`src/rtl/stage_if_fetch.sv`:
```
// Instruction-fetch stage: assembles 32-bit instructions from four little-endian byte reads.
// Optional macro IF_PERF_CNT_EN adds perf_fetch_o / perf_abort_o event counters.
module stage_if_fetch #(
    parameter logic [31:0] RESET_PC = 32'h0000_0000
) (
    input  logic        clock,
    input  logic        reset,
    input  logic [5:0]  stall,
    input  logic        br_flag,
    input  logic [31:0] br_target,
    output logic        mem_req,
    output logic [31:0] mem_addr,
    input  logic        mem_valid,
    input  logic [7:0]  mem_data,
    output logic [31:0] pc_o,
    output logic [31:0] inst_o,
    output logic        stall_req_o
`ifdef IF_PERF_CNT_EN
    ,
    output logic [31:0] perf_fetch_o,
    output logic [31:0] perf_abort_o
`endif
);

    typedef enum logic [1:0] {FETCH, READY, ABORT} state_t;

    state_t      r_state;
    state_t      w_nextState;
    logic [31:0] r_pc;
    logic [31:0] w_nextPc;
    logic [1:0]  r_byteCnt;
    logic [1:0]  w_nextCnt;
    logic [23:0] r_instBuf;
    logic [31:0] r_abortAddr;
    logic [31:0] r_pcOut;
    logic [31:0] r_instOut;
    logic [31:0] w_fetchAddr;
    logic        w_storeByte;
    logic        w_complete;
    logic        w_branchTaken;
    logic        w_unusedStall;

    assign w_unusedStall = ^stall[5:1];
    assign w_fetchAddr   = r_pc + {30'b0, r_byteCnt};

    // ABORT keeps presenting the abandoned address until the arbiter answers it.
    assign mem_req     = !reset && (r_state != READY);
    assign mem_addr    = (r_state == ABORT) ? r_abortAddr : w_fetchAddr;
    assign stall_req_o = reset || (r_state != READY);
    assign pc_o        = r_pcOut;
    assign inst_o      = r_instOut;

    always_comb begin
        w_nextState   = r_state;
        w_nextPc      = r_pc;
        w_nextCnt     = r_byteCnt;
        w_storeByte   = 1'b0;
        w_complete    = 1'b0;
        w_branchTaken = 1'b0;
        case (r_state)
            FETCH: begin
                if (br_flag) begin
                    w_nextPc      = br_target;
                    w_nextCnt     = 2'd0;
                    w_branchTaken = 1'b1;
                    w_nextState   = mem_valid ? FETCH : ABORT;
                end else if (mem_valid) begin
                    if (r_byteCnt == 2'd3) begin
                        w_complete  = 1'b1;
                        w_nextCnt   = 2'd0;
                        w_nextState = READY;
                    end else begin
                        w_storeByte = 1'b1;
                        w_nextCnt   = r_byteCnt + 2'd1;
                    end
                end
            end
            READY: begin
                if (br_flag) begin
                    w_nextPc    = br_target;
                    w_nextCnt   = 2'd0;
                    w_nextState = FETCH;
                end else if (!stall[0]) begin
                    w_nextPc    = r_pc + 32'd4;
                    w_nextState = FETCH;
                end
            end
            ABORT: begin
                if (br_flag) begin
                    w_nextPc      = br_target;
                    w_branchTaken = 1'b1;
                end
                if (mem_valid) begin
                    w_nextCnt   = 2'd0;
                    w_nextState = FETCH;
                end
            end
            default: w_nextState = FETCH;
        endcase
    end

    always_ff @(posedge clock) begin
        if (reset) begin
            r_state     <= FETCH;
            r_pc        <= RESET_PC;
            r_byteCnt   <= 2'd0;
            r_instBuf   <= 24'd0;
            r_abortAddr <= 32'd0;
            r_pcOut     <= 32'd0;
            r_instOut   <= 32'd0;
        end else begin
            r_state   <= w_nextState;
            r_pc      <= w_nextPc;
            r_byteCnt <= w_nextCnt;
            if (w_storeByte) begin
                case (r_byteCnt)
                    2'd0:    r_instBuf[7:0]   <= mem_data;
                    2'd1:    r_instBuf[15:8]  <= mem_data;
                    default: r_instBuf[23:16] <= mem_data;
                endcase
            end
            if (w_complete) begin
                r_pcOut   <= r_pc;
                r_instOut <= {mem_data, r_instBuf};
            end
            if (r_state == FETCH && w_nextState == ABORT) begin
                r_abortAddr <= w_fetchAddr;
            end
        end
    end

`ifdef IF_PERF_CNT_EN
    logic [31:0] r_perfFetch;
    logic [31:0] r_perfAbort;

    always_ff @(posedge clock) begin
        if (reset) begin
            r_perfFetch <= 32'd0;
            r_perfAbort <= 32'd0;
        end else begin
            if (w_complete)    r_perfFetch <= r_perfFetch + 32'd1;
            if (w_branchTaken) r_perfAbort <= r_perfAbort + 32'd1;
        end
    end

    assign perf_fetch_o = r_perfFetch;
    assign perf_abort_o = r_perfAbort;
`endif

endmodule

```
`config.mk`:
```
export PLATFORM = sky130hd
export DESIGN_NAME = stage_if_fetch
export DESIGN_NICKNAME = d
export VERILOG_FILES = /design/src/rtl/stage_if_fetch.sv
export SDC_FILE = /design/constraint.sdc
export NUM_CORES = 1
export LEC_CHECK = 0
export ABC_AREA = 0
export BUFFER_PORTS_ARGS = -buffer_cell sky130_fd_sc_hd__clkbuf_2
export CAP_MARGIN = 5
export CORE_ASPECT_RATIO = 1.2
export CORE_MARGIN = 4
export CORE_UTILIZATION = 50
export CTS_CLUSTER_DIAMETER = 30
export DETAILED_ROUTE_END_ITERATION = 8
export HOLD_SLACK_MARGIN = 0.05
export PLACE_DENSITY = 0.79
export SYNTH_ARGS = -nofsm -noshare
export SYNTH_HDL_FRONTEND = slang
export SYNTH_SLANG_ARGS = --single-unit
```
`constraint.sdc`:
```
create_clock -name clock -period 2.5 [get_ports clock]
set_input_delay 0.75 -clock clock [delete_from_list [all_inputs] [get_ports clock]]
set_output_delay 0.75 -clock clock [all_outputs]
set_load 0.01 [all_outputs]
```
==> reports/metrics.cfg <==
[timing]
skew_ns=0.0116
fin_crit_ns=3.10
finalCritPeriodShare=1.24
setup_viol=32
max_slew_margin=0.531
max_freq_ghz=0.322
worst_slew_pin_slew_ns=0.703
drv_slew=0
rsz0062_at_grt=true
hold_viol=0
worst_slack_ns=-0.603

[clocking]
clock_latency_ns=0.45
cts_max_path_buffers=2
tritoncts=yes
htreeDepth=4
clkSinkCount=156
cts-root-buf=clkbuf_16
clk_pin_slew_ns=0.07
cts_buffers=17

[synth]
synth_warnings=0
yosys.area.top_type=dfxtp_1
synth_cells=961
synth_seq_area_share=0.407
syn_nets=1023
synth.avg_cell_area_um2=7.98
synth.area.top_cells=dfxtp_1 (41%), nand2_1 (9.1%), a21oi_1 (6.7%)
synth_edf_count=0
synth_cell_types=64
synthArstFlopShare=0
synthFlopType=dfxtp_1
synth_top_cell_area_share=0.407
ys_ff_latch=156
synth_area_um2=7670

[floorplan]
initial_core_util=0.511
row_count=49
die_area_um2=17400
die_h_um=144
core-area_um2=15000
dieWidth_um=121
ioPinCount=148

[cells_and_area]
layout-drive-gt1-share=0.378
final_net_count=1242
layout_commonest_cell=nand2_1
layout_common_cells=nand2_1 (181), dfxtp_1 (133), clkbuf_2 (115)
multi_input_area_um2=4740
post-route-util=0.730
syn_to_final_growth_pct=43.0
fill_cells=1028
seqCellArea_um2=3170
antenna_cells=0

[route]
ant_nets=0
drt-total-wl_um=28400
vias_per_cell=6.00
avgRoutedWirePerCell_um=20.3
vias=8378
dr.pass1.iters=8
first_iter_violations=902
drc=0

[power_and_ir_drop]
p_leak_uw=0.00458
power_switching_uw=1860
irDropWorstVdd_mv=0.409
pwr-share-clk=0.390
p_per_area_nw_per_um2=574
seqPwrFrac=0.427
p_comb_frac=0.183
p_int_uw=4430
p_sw_frac=0.296

[global_routing]
grt_pass1_wl_um=38300
grt_pass1_vias=7578
grt_max_degree=66
antenna_found_initial=0
grt-ovfl-total=0
grt_use_total=0.278

[min_path]
worstHoldPathType=reg2reg
hold_start=r_instBuf[11]

[worst_setup_path]
crit_path_max_incr_delay_ns=0.39
r2r_start=r_state[0]
crit_required_ns=1.75
critPathLaunch=r_byteCnt[0]
startpoint_type=register
crit_fanout=3
cp_slowest_cell=fa_2
critical_path.cell_chain=ha_4, inv_2, fa_2, buf_6, nor4_4, xnor2_2, mux2i_1, buf_2
cp.arrival_ns=2.35
path_class=reg2out
crit_path_end_kind=output pin
r2r_setup_slack_ns=-0.09

[status]
status=finished, violations left
violations=negative setup slack

[place]
dpl.hpwl_um=15700
routabilityCongestion=0.985
dp_slack_ns=-0.176
place.port_buffers=142

[flow_run]
max_cap_viol_count=0

[metrics by stage]
step                      TNS [ns]  total power (uW)  hold WS, ns  instances  instance area [um2]
after floorplan            -0.0291              3270        0.432        961                 7740
after CTS                   -12.79              6110        0.455       1371                10300
after detailed placement     -2.36              3610        0.446       1314                 9130
after global placement      -0.945              3590        0.438       1314                 9130
final                       -13.56              6300        0.451       1397                11000
after global routing        -16.45              6490        0.472       1397                11000
[layer usage]
metal	routed length (um)	track usage
met5	0	0
met4	1890	0.138
met3	2610	0.0579
met2	13400	0.458
met1	10500	0.347
[cell families after synthesis]
kind of cell               Yosys count  synth area share
DFF                                156             0.407
muxes                               52            0.0691
xor gates and xnor gates            30            0.0342
AOI/OAI and AO/OA                  208             0.171
buffers and inverters              118            0.0659
adders and majority gates           12            0.0205
and+or+nand+nor                    385             0.232
[path summary, 6_finish.rpt]
kind | cells after the start | end
min | 2 | inst_o[11]
min reg2reg | 2 | inst_o[11]
max reg2reg | 10 | r_abortAddr[13]
max | 8 | mem_addr[30]
[cells in the mapped netlist, types with 8 or more instances]
library cell,n
inv_1,33
a21oi_1,103
mux2_2,8
a22oi_1,9
nor4_1,14
mux2i_1,44
ha_1,11
o21ai_0,23
nor2_1,82
xnor2_1,18
dfxtp_1,156
a211oi_1,25
xor2_1,12
nor3_1,10
clkbuf_1,53
buf_2,17
nand2_1,185
nand3_1,36
nand4_1,9
[final cells by class]
class | count | area share
inverters | 33 | 0.0115
repair buffers | 285 | 0.194
flip-flops and latches | 156 | 0.289
clock buffers | 19 | 0.0404
multi-input cells | 687 | 0.432
well taps | 204 | 0.0233
clock inverters | 13 | 0.00992
[sequential cells by signal, summed over array words and instances (netlist names)]
| signal | flops |
|---|---|
| inst_o | 32 |
| pc_o | 32 |
| r_abortAddr | 32 |
| r_pc | 32 |
| r_instBuf | 24 |
| r_byteCnt | 2 |
| r_state | 2 |
[what timing repair did]
action | in CTS | in global routing
hold buffers | 0 | 0
endpoints found under the setup margin | 33 | 64
setup buffers | 23 | 27
resized for setup | 88 | 106
pin swaps | 38 | 46
cloned | 2 | 3
[power by group through the flow]
stage | sequential (uW) | combinational (uW) | clock (uW)
detailed placement | 2730 | 883 | 0
finish | 2690 | 1150 | 2460
global route | 2700 | 1220 | 2580
floorplan | 2700 | 572 | 0
CTS | 2680 | 966 | 2470
global placement | 2720 | 870 | 0
[critical path: cells and delay by family, from the launching register on]
kind / cells / cell delay [ns]
muxes: 1 / 0.20
adders and majority gates: 2 / 0.53
buffers and inverters: 3 / 0.37
and+or+nand+nor: 1 / 0.32
xor gates and xnor gates: 1 / 0.11
DFF: 1 / 0.37
Note: power is estimated with default switching activity, not from simulation.
